==> src/rtl/edge_stream_src_pkg.sv <==
// Shared types for edge_stream_src: the {tag,value} word layout and the
// generator FSM state encoding.
package edge_stream_src_pkg;

    localparam int unsigned DATA_SIZE = 8;

    typedef struct packed {
        logic [DATA_SIZE-1:0] tag;
        logic [DATA_SIZE-1:0] value;
    } word_t;

    typedef enum logic [1:0] {
        StIdle = 2'd0,
        StGen  = 2'd1,
        StDone = 2'd2
    } gen_state_e;

endpackage

==> src/rtl/src_fifo.sv <==
// Holding FIFO for edge_stream_src. Push/pop are qualified internally against
// full/empty; DEPTH must be a power of two (minimum 2) so the pointers wrap naturally.
module src_fifo
    import edge_stream_src_pkg::*;
#(
    parameter int unsigned DEPTH = 4
) (
    input  logic                   clk,
    input  logic                   rst_n,
    input  logic                   push,
    input  logic [2*DATA_SIZE-1:0] wr_data,
    input  logic                   pop,
    output logic                   full,
    output logic                   empty,
    output logic [2*DATA_SIZE-1:0] head
);

    localparam int unsigned PTR_W = $clog2(DEPTH);
    localparam int unsigned CNT_W = PTR_W + 1;

    logic [2*DATA_SIZE-1:0] r_mem [DEPTH];
    logic [PTR_W-1:0]       r_wr_ptr;
    logic [PTR_W-1:0]       r_rd_ptr;
    logic [CNT_W-1:0]       r_count;
    logic                   w_push_ok;
    logic                   w_pop_ok;

    assign full      = (r_count == CNT_W'(DEPTH));
    assign empty     = (r_count == '0);
    assign w_push_ok = push & ~full;
    assign w_pop_ok  = pop & ~empty;
    assign head      = r_mem[r_rd_ptr];

    always_ff @(posedge clk or negedge rst_n) begin
        if (!rst_n) begin
            r_wr_ptr <= '0;
            r_rd_ptr <= '0;
            r_count  <= '0;
        end else begin
            if (w_push_ok) r_wr_ptr <= r_wr_ptr + PTR_W'(1);
            if (w_pop_ok)  r_rd_ptr <= r_rd_ptr + PTR_W'(1);
            if (w_push_ok && !w_pop_ok) begin
                r_count <= r_count + CNT_W'(1);
            end else if (!w_push_ok && w_pop_ok) begin
                r_count <= r_count - CNT_W'(1);
            end
        end
    end

    // Storage needs no reset: stale entries are never presented while empty.
    always_ff @(posedge clk) begin
        if (w_push_ok) r_mem[r_wr_ptr] <= wr_data;
    end

endmodule

==> src/rtl/edge_stream_src.sv <==
// Producer end of the PE ready/read handshake: host FIFO plus an optional
// incrementing-word generator enabled by the SRC_GEN_EN macro.
module edge_stream_src
    import edge_stream_src_pkg::*;
#(
    parameter int unsigned DEPTH = 4
) (
    input  logic                   clk,
    input  logic                   rst_n,
    input  logic [2*DATA_SIZE-1:0] hostWrData,
    input  logic                   hostWrEn,
    output logic                   hostFull,
    output logic [2*DATA_SIZE-1:0] outData,
    output logic                   outDataReady,
    input  logic                   readOutData,
`ifdef SRC_GEN_EN
    input  logic                   genStart,
    input  logic [DATA_SIZE-1:0]   genTag,
    input  logic [DATA_SIZE-1:0]   genBase,
    input  logic [DATA_SIZE-1:0]   genCount,
    output logic                   genBusy,
    output logic                   genDone,
`endif
    output logic                   protoErr
);

    logic                   w_fifo_empty;
    logic                   w_fifo_pop;
    logic [2*DATA_SIZE-1:0] w_fifo_head;
    logic                   w_valid;
    word_t                  w_word;
    logic                   r_proto_err;

    src_fifo #(
        .DEPTH (DEPTH)
    ) u_fifo (
        .clk     (clk),
        .rst_n   (rst_n),
        .push    (hostWrEn),
        .wr_data (hostWrData),
        .pop     (w_fifo_pop),
        .full    (hostFull),
        .empty   (w_fifo_empty),
        .head    (w_fifo_head)
    );

`ifdef SRC_GEN_EN
    gen_state_e           r_state;
    gen_state_e           w_state_nxt;
    logic [DATA_SIZE-1:0] r_tag;
    logic [DATA_SIZE-1:0] r_cur;
    logic [DATA_SIZE-1:0] r_rem;
    logic [DATA_SIZE-1:0] w_tag_nxt;
    logic [DATA_SIZE-1:0] w_cur_nxt;
    logic [DATA_SIZE-1:0] w_rem_nxt;

    always_comb begin
        w_state_nxt = r_state;
        w_tag_nxt   = r_tag;
        w_cur_nxt   = r_cur;
        w_rem_nxt   = r_rem;
        w_valid     = ~w_fifo_empty;
        w_word      = w_fifo_head;
        w_fifo_pop  = readOutData & ~w_fifo_empty;
        genBusy     = 1'b0;
        genDone     = 1'b0;
        case (r_state)
            StIdle: begin
                if (genStart) begin
                    if (genCount != '0) begin
                        w_state_nxt = StGen;
                        w_tag_nxt   = genTag;
                        w_cur_nxt   = genBase;
                        w_rem_nxt   = genCount;
                    end else begin
                        w_state_nxt = StDone;
                    end
                end
            end
            StGen: begin
                // Generator owns the port; the FIFO keeps filling but is not drained.
                genBusy    = 1'b1;
                w_valid    = 1'b1;
                w_word     = '{tag: r_tag, value: r_cur};
                w_fifo_pop = 1'b0;
                if (readOutData) begin
                    w_cur_nxt = r_cur + DATA_SIZE'(1);
                    w_rem_nxt = r_rem - DATA_SIZE'(1);
                    if (r_rem == DATA_SIZE'(1)) w_state_nxt = StDone;
                end
            end
            StDone: begin
                genBusy     = 1'b1;
                genDone     = 1'b1;
                w_state_nxt = StIdle;
            end
            default: w_state_nxt = StIdle;
        endcase
    end

    always_ff @(posedge clk or negedge rst_n) begin
        if (!rst_n) begin
            r_state <= StIdle;
            r_tag   <= '0;
            r_cur   <= '0;
            r_rem   <= '0;
        end else begin
            r_state <= w_state_nxt;
            r_tag   <= w_tag_nxt;
            r_cur   <= w_cur_nxt;
            r_rem   <= w_rem_nxt;
        end
    end
`else
    assign w_valid    = ~w_fifo_empty;
    assign w_word     = w_fifo_head;
    assign w_fifo_pop = readOutData & ~w_fifo_empty;
`endif

    // Valid and word depend only on registered state, never on readOutData.
    assign outDataReady = w_valid;
    assign outData      = w_valid ? w_word : '0;
    assign protoErr     = r_proto_err;

    always_ff @(posedge clk or negedge rst_n) begin
        if (!rst_n) begin
            r_proto_err <= 1'b0;
        end else if ((hostWrEn && hostFull) || (readOutData && !w_valid)) begin
            r_proto_err <= 1'b1;
        end
    end

endmodule
==> config.mk <==
export PLATFORM = sky130hd
export DESIGN_NAME = edge_stream_src
export DESIGN_NICKNAME = d
export VERILOG_FILES = /design/src/rtl/edge_stream_src_pkg.sv /design/src/rtl/src_fifo.sv /design/src/rtl/edge_stream_src.sv
export SDC_FILE = /design/constraint.sdc
export NUM_CORES = 1
export LEC_CHECK = 0
export ABC_AREA = 0
export BUFFER_PORTS_ARGS = -buffer_cell sky130_fd_sc_hd__clkbuf_2
export CAP_MARGIN = 20
export CELL_PAD_IN_SITES_DETAIL_PLACEMENT = 0
export CELL_PAD_IN_SITES_GLOBAL_PLACEMENT = 1
export CORE_ASPECT_RATIO = 2
export CORE_UTILIZATION = 24
export DETAILED_ROUTE_END_ITERATION = 8
export PLACE_DENSITY_LB_ADDON = 0.1
export SYNTH_ARGS = -nofsm -noshare
export SYNTH_HDL_FRONTEND = slang
export SYNTH_HIERARCHICAL = 1
export SYNTH_SLANG_ARGS = --single-unit
==> constraint.sdc <==
create_clock -name clk -period 6.9 [get_ports clk]
set_input_delay 0.69 -clock clk [delete_from_list [all_inputs] [get_ports clk]]
set_output_delay 0.69 -clock clk [all_outputs]
set_load 0.01 [all_outputs]
## Word level (Yosys, flattened, before mapping)

Memories as Yosys holds them, arrays and structs flattened.
Index checks and enable logic that the tools add are counted.

| storage, ports and cells | value |
|---|---|
| RAM bits | 64 |
| bits in registers | 8 |
| input bits | 20 |
| memories kept | 1 |
| logic and storage cells | 29 |
| output and inout bits | 19 |

| operators by class | value |
|---|---|
| add/sub/neg operators | 4 |
| bitwise gates (word level) | 5 |
| equality and inequality tests | 1 |
| muxes and demuxes | 5 |
| reduce and logical (&&, ||, !) cells | 9 |

Memories:

| memory | depth | width | read ports | clocked after Yosys merged registers in | wr ports | RTL line | RTL |
|---|---|---|---|---|---|---|---|
| u_fifo.r_mem | 4 | 16 | 1 | 0 | 1 | src_fifo.sv:21 | `logic [2*DATA_SIZE-1:0] r_mem [DEPTH];` |

Operators with widths:

| kind | number |
|---|---|
| $mux W16 | 1 |
| $mux W3 | 2 |
| $add A2 B1 Y2 const B | 2 |
| $logic_and A1 B1 Y1 | 4 |
| $add A3 B1 Y3 const B | 1 |
| $and A1 B1 Y1 | 3 |
| $eq A3 B3 Y1 const B | 1 |
| $logic_not A3 Y1 | 1 |
| $sub A3 B1 Y3 const B | 1 |
| $logic_not A1 Y1 | 2 |
| $mux W1 | 2 |
| $not A1 Y1 | 2 |
| $reduce_bool A2 Y1 | 1 |
| $logic_or A1 B1 Y1 | 1 |

## Depth between registers and ports, before layout

Gate-level depths: netlist of the first run.

| logic depth | value |
|---|---|
| word-level depth | 7 |
| gate-level depth with buffers | 10 |
| mapped depth without buffers | 10 |

## By module

Netlist of the first run, hierarchy kept.

Modules (own cells, without submodules):

| module | area each (um^2) | seq. area each (um^2) | instances | cells each |
|---|---|---|---|---|
| src_fifo | 2,778.9 | 2,097.0 | 1 | 120 |
| edge_stream_src | 160.2 | 25.0 | 1 | 21 |

## Least setup slack after synthesis of the first run

No wires, ideal clock.

| path | value |
|---|---|
| path type | register to register |
| start | register u_fifo.r_count[0] |
| end | register u_fifo.r_count[2] |
| period minus slack after synthesis | 2.322 ns |
| path buffers | 0 |
| arrival time | 2.243 ns |
| library setup time | 0.079 ns |
| stages on the path, launching flop included | 11 |
| path slack | 4.578 ns |
| cell sequence | dfrtp_1 > or3_1 > inv_1 > and2b_1 > nand2_1 > ha_1 > inv_1 > fa_1 > xor2_1 > nor2_1 > xor2_1 |

| on the way | value |
|---|---|
| word-level cells in the longest chain between the ends | 7 |
| elaborated cells between the ends (all ways) | 16 |

Ends and longest elaborated chain:

| what | RTL line | RTL |
|---|---|---|
| start: declaration | src_fifo.sv:24 | `logic [CNT_W-1:0] r_count;` |
| start signal: assignment | src_fifo.sv:43 | `r_count <= r_count + CNT_W'(1);` |
| start signal: assignment | src_fifo.sv:45 | `r_count <= r_count - CNT_W'(1);` |
| $logic_not A3 Y1 (*) | src_fifo.sv:29 | `assign empty = (r_count == '0);` |
| via w_fifo_empty | edge_stream_src.sv:27 | `logic w_fifo_empty;` |
| $not A1 Y1 (*) | edge_stream_src.sv:117 | `assign w_fifo_pop = readOutData & ~w_fifo_empty;` |
| $and A1 B1 Y1 (*) | edge_stream_src.sv:117 |  |
| via w_fifo_pop | edge_stream_src.sv:28 | `logic w_fifo_pop;` |
| $and A1 B1 Y1 (*) | src_fifo.sv:31 | `assign w_pop_ok = pop & ~empty;` |
| $logic_not A1 Y1 | src_fifo.sv:42 | `if (w_push_ok && !w_pop_ok) begin` |
| $logic_and A1 B1 Y1 | src_fifo.sv:42 |  |
| $mux W3 or $reduce_bool A2 Y1 (tied branches) | - |  |

Mark *: on every way through the listed nets, which the timed path passes. The rest lies on a longest branch. The select of a mux whose other input is x is not followed.
A chain may end at the register's enable or synchronous reset.

## Final worst setup path of the first run

Ends and elaborated chain as after synthesis.

==> results of run 1 <==
## critical path, stage by stage (launching register included)
cell	delay [ps]
dfrtp_1	440
or3_1	430
inv_1	550
and2b_1	280
nand2_1	100
ha_1	200
inv_1	60
fa_1	370
xor2_1	150
nor2_1	110
xor2_1	190
## worst min-delay path by stage
stage	start	endpoint	slack, ps
floorplan	rst_n	protoErr$_DFFE_PN0P_	390
global placement	u_fifo/r_count[2]$_DFFE_PN0P_	u_fifo/r_count[2]$_DFFE_PN0P_	460
detailed placement	protoErr$_DFFE_PN0P_	protoErr$_DFFE_PN0P_	480
CTS	rst_n	u_fifo/r_wr_ptr[1]$_DFFE_PN0P_	200
global route	rst_n	protoErr$_DFFE_PN0P_	200
finish	rst_n	protoErr$_DFFE_PN0P_	210
## metal layers
layer / global-route usage (%) / up-vias / routed length, um
met1: 10.7 / 728 / 2260
li1: - / 637 / -
met4: 5.10 / 0 / 114
met2: 17.3 / 32 / 3100
met5: 0 / - / 0
met3: 2.87 / 7 / 203
## registers in the layout, summed over array words and instances, names as in the netlist
register,cells
u_fifo/r_rd_ptr,2
u_fifo/r_wr_ptr,2
u_fifo/r_count,3
u_fifo/r_mem,64
protoErr,1
## kinds of logic (layout without fill, tap and decap cells)
group | after synthesis | count (layout) | share of synthesized area (%)
adders and majority gates | 6 | 6 | 2.81
and+or+nand+nor | 27 | 27 | 6.00
buffers and inverters | 11 | 60 | 2.68
muxes | 18 | 18 | 14.2
DFF | 72 | 72 | 72.2
xor gates and xnor gates | 6 | 6 | 1.79
AOI/OAI and AO/OA | 1 | 1 | 0.341
## power breakdown
group	switching (mW)	internal (mW)
clock	0.165	0.313
sequential	0.0694	0.584
combinational	0.237	0.250
## cells in the mapped netlist, drive strengths merged
master  instances
mux4           16
dfrtp           8
xnor2           4
or3             1
a221o           1
nor2            1
ha              5
buf             6
nand3           1
nor2b          12
inv             5
edfxtp         64
xor2            2
nand2           1
and2            4
mux2            2
and2b           6
nor3b           1
fa              1
## cell type report
type | count | area (um^2) | area share (%)
multi-input combinational | 58 | 738 | 20.6
clock inverter | 7 | 86.3 | 2.41
timing repair buffer | 39 | 218 | 6.06
clock buffer | 9 | 225 | 6.27
tap | 145 | 181 | 5.05
sequential | 72 | 2120 | 59.1
inverter | 5 | 18.8 | 0.523
## per-stage QoR
| stage | power (mW) | utilization, % | area (um^2) | hold WS (ps) | setup slack, ps |
|---|---|---|---|---|---|
| 3_5_place_dp | 1.15 | 27.5 | 3250 | 478 | 3840 |
| 5_1_grt | 1.72 | 30.3 | 3590 | 205 | 3730 |
| 4_1_cts | 1.63 | 30.1 | 3560 | 201 | 3770 |
| 2_1_floorplan | 0.989 | - | 2940 | 394 | 4580 |
| 3_3_place_gp | 1.13 | 27.5 | 3250 | 462 | 4050 |
| 6_report | 1.62 | 30.3 | 3590 | 206 | 3920 |
==> flow_summary.yaml, run 1 <==
synth:
  syn_nets: 167
  synth_cell_types: 24
  ys_seq_area_share_pct: 72.2
  ys_ff_latch: 72
  syn-cell-area_um2: 2940
  synthCells: 141
  syn_area_per_cell_um2: 20.8
  synthTopCellsByArea: "edfxtp_1 (65%), mux4_1 (7.2%), dfrtp_1 (6.8%), mux4_2 (6.1%), nor2b_1 (2.6%)"
  yosys.area.top_type_share_pct: 65.4
  yosysWarnings: 6
  synth_area_leader_cell: "edfxtp_1"
global_routing:
  grt-ovfl-total: 0
  grt_first_pass_wirelength_mm: 8.63
  grt_max_degree: 20
  grt_pass1_vias: 1600
  antenna_found_initial: 0
  grt.total_usage_pct: 9.92
clock_network:
  cts_buffers: 9
  root_buffer: "clkbuf_16"
  clkSlewWorstSetupHoldPaths_ps: 60
  cts_max_path_buffers: 2
  clock_latency_ps: 320
  cts_setup_buffers: 0
  cts.sinks: 72
  cts_tree: "yes"
  cts_max_level: 3
  cts_resized: 0
  hold_buffers: 0
timing:
  max_freq_mhz: 336
  slew_headroom_pct: 32.2
  finalClockSkew_ps: 5.41
  slew_violations: 0
  rsz0062_at_grt: "false"
  finalSetupTns_ps: 0
  finalCritPeriodShare_pct: 43.2
  period_needed_ps: 2980
  worst_slew_pin_slew_ps: 1020
  finalSetupViolations: 0
  finalHoldViolCount: 0
worst_setup_path:
  cp-endpoint: "u_fifo/r_count[2]$_DFFE_PN0P_"
  crit-reg2reg-launch: "u_fifo/r_count[0]$_DFFE_PN0P_"
  critPathRequiredTime_ps: 7140
  critical_path.reg2reg.endpoint: "u_fifo/r_count[2]$_DFFE_PN0P_"
  cp-start-kind: "register"
  reg2reg_depth: 10
  worstSetupEndpointType: "register"
  crit_fanout: 19
  critPathKind: "register to register"
  r2r_setup_slack_ps: 3920
  critPathArrivalTime_ps: 3210
  crit_path_start: "u_fifo/r_count[0]$_DFFE_PN0P_"
drt:
  ant_nets: 0
  num_vias: 1404
  drt_pass1_iterations: 3
  wirelength_mm: 5.68
  viasPerCell: 4.19
  wire_per_inst_um: 17.0
  first_iter_violations: 72
  drc: 0
placement:
  placedCellCount: 318
  port_buffers: 38
  hpwl_mm: 3.64
  place_congestion: 0.621
finish:
  final_common_cell: "edfxtp_1"
  nFillCells: 1158
  nets: 211
  areaGrowthSynthToFinish_pct: 22.1
  fin_cells: 335
  drive_gt1_share_pct: 33.7
  antennaDiodeCount: 0
  final_cell_mix: "edfxtp_1 (64), clkbuf_2 (38), nor2b_1 (12)"
status:
  outcome: "completed"
power_and_ir_drop:
  p_per_area_nw_per_um2: 451
  ir_worst_vdd_v: 0.000223
  p_leak_nw: 1.32
floorplanning:
  ios: 39
  die_h_um: 159
  initial_core_util_pct: 24.8
  rows: 56
  core_um2: 11800
  fp.dieW_um: 80.3
  dieArea_um2: 12700
job:
  maxCapViolCount: 0
min_path:
  worstHoldPathType: "input pin to async pin"
No activity file was read; power rests on OpenSTA's default activity.
==> inputs of run 2 (changes only) <==
- clock period: 6.9 -> 2.8 ns (I/O delays scaled with it)
==> flow_summary.yaml, run 2 (synthesis gave the netlist of run 1 again) <==
status:
  outcome: "completed"
drt:
  first_iter_violations: 58
  wirelength_mm: 5.66
  wire_per_inst_um: 16.6
  ant_nets: 0
  viasPerCell: 4.15
  drc: 0
  num_vias: 1416
  drt_pass1_iterations: 4
finish:
  antennaDiodeCount: 0
  final_cell_mix: "edfxtp_1 (64), clkbuf_2 (38), nor2b_1 (12)"
  postLayoutCoreUtil_pct: 30.2
  largest_register_ffs: 64
  drive_gt1_share_pct: 35.7
  regMostFlops: "u_fifo/r_mem"
  final_common_cell: "edfxtp_1"
  nets: 218
  postLayoutCellArea_um2: 3580
  reg_top3: "u_fifo/r_mem: 64 flops, u_fifo/r_count: 3 flops"
  areaGrowthSynthToFinish_pct: 21.8
timing:
  worst_slack_ps: 380
  slew_violations: 0
  finalSetupViolations: 0
  period_needed_ps: 2420
  finalSetupTns_ps: 0
  finalHoldViolCount: 0
  finalClockSkew_ps: 3.89
  slew_headroom_pct: 63.9
  worst_slew_pin_slew_ps: 540
  finalCritPeriodShare_pct: 86.4
  max_freq_mhz: 413
  rsz0062_at_grt: "false"
job:
  maxCapViolCount: 0
power_and_ir_drop:
  p_leak_nw: 1.33
  ir_worst_vdd_v: 0.000333
  power_frac_seq_pct: 40.6
  p_per_area_nw_per_um2: 1060
  internal_power_mw: 2.66
  switching_share_pct: 30.0
  pwr-share-comb_pct: 34.0
  clkPwrFrac_pct: 25.4
  netSwitchingPower_mw: 1.14
clock_network:
  clock_latency_ps: 320
  cts.sinks: 72
  cts_setup_buffers: 0
  clkSlewWorstSetupHoldPaths_ps: 50
  root_buffer: "clkbuf_16"
  cts_max_path_buffers: 2
  cts_buffers: 9
  cts_tree: "yes"
  cts_max_level: 3
global_routing:
  grt-ovfl-total: 0
  antenna_found_initial: 0
  grt_first_pass_wirelength_mm: 8.79
  grt_max_degree: 19
  grt_pass1_vias: 1628
  grt.total_usage_pct: 10.1
floorplanning:
  core_um2: 11800
  ios: 39
  dieArea_um2: 12700
  die_h_um: 159
  initial_core_util_pct: 24.8
  rows: 56
  fp.dieW_um: 80.3
worst_setup_path:
  critPathKind: "register to register"
  cp-start-kind: "register"
  critPathArrivalTime_ps: 2660
  worstSetupEndpointType: "register"
  critPathRequiredTime_ps: 3040
  crit_fanout: 4
min_path:
  worstHoldPathType: "input pin to register"
placement:
  dp_slack_ps: 382
  hpwl_mm: 3.78
  place_congestion: 0.636
  port_buffers: 38
  place_area_um2: 3320
[run 2: cell count changes in the layout (fill, tap and decap cells not counted), sizes merged]
cell         delta
bufinv          -2
clkbuf          +1
dlygate4sd3     +1
buf             +6
[run 2: critical path, stage by stage (launching register included)]
cell and delay, ps:
dfrtp_1 440, or3_1 430, inv_1 90, and2b_1 190
nand2_1 90, ha_1 190, inv_1 60, fa_1 370
xor2_1 160, nor2_1 160, xor2_1 170
[run 2: final timing paths]
path / startpoint / end / slack (ps) / cells after the start
min in group asynchronous: rst_n / u_fifo/r_count[2]$_DFFE_PN0P_ / 340 / 2
max in group asynchronous: rst_n / u_fifo/r_rd_ptr[1]$_DFFE_PN0P_ / 2280 / 2
worst min register to register: protoErr$_DFFE_PN0P_ / protoErr$_DFFE_PN0P_ / 480 / 1
worst max-delay path: u_fifo/r_count[0]$_DFFE_PN0P_ / u_fifo/r_count[2]$_DFFE_PN0P_ / 380 / 10
worst max register to register: u_fifo/r_count[0]$_DFFE_PN0P_ / u_fifo/r_count[2]$_DFFE_PN0P_ / 380 / 10
worst min-delay path: hostWrData[14] / u_fifo/r_mem[3][14]$_DFFE_PP_ / 180 / 1
[run 2: layout make-up]
cell class | count | area [um^2]
Tap cell | 145 | 181
Sequential cell | 72 | 2120
Timing Repair Buffer | 46 | 265
Fill cell | 1172 | 8260
Inverter | 5 | 18.8
Clock buffer | 10 | 229
Clock inverter | 5 | 25.0
Multi-Input combinational cell | 58 | 738
[run 2: timing repair]
action	4_1_cts	5_1_grt
resized for setup	0	0
endpoints found under the hold margin	8	0
hold buffers	1	0
[run 2: per-layer routing]
metal / GRT usage [%] / routed length (um)
met1: 10.1 / 2080
met2: 18.4 / 3240
met3: 2.87 / 221
met4: 5.36 / 122
met5: 0 / 0
[run 2: power by group through the flow]
stage	Combinational [mW]	Clock [mW]	Sequential [mW]
6_report	1.29	0.965	1.55
2_1_floorplan	0.923	0	1.51
5_1_grt	1.44	1.05	1.57
3_5_place_dp	1.34	0	1.57
4_1_cts	1.35	1.00	1.55
3_3_place_gp	1.30	0	1.55
[run 2: stage by stage]
step / instances / total power, mW / hold slack (ps)
6_report: 341 / 3.80 / 176
4_1_cts: 341 / 3.90 / 161
3_3_place_gp: 325 / 2.84 / 141
3_5_place_dp: 325 / 2.91 / 142
2_1_floorplan: 141 / 2.44 / -15.6
5_1_grt: 341 / 4.06 / 161
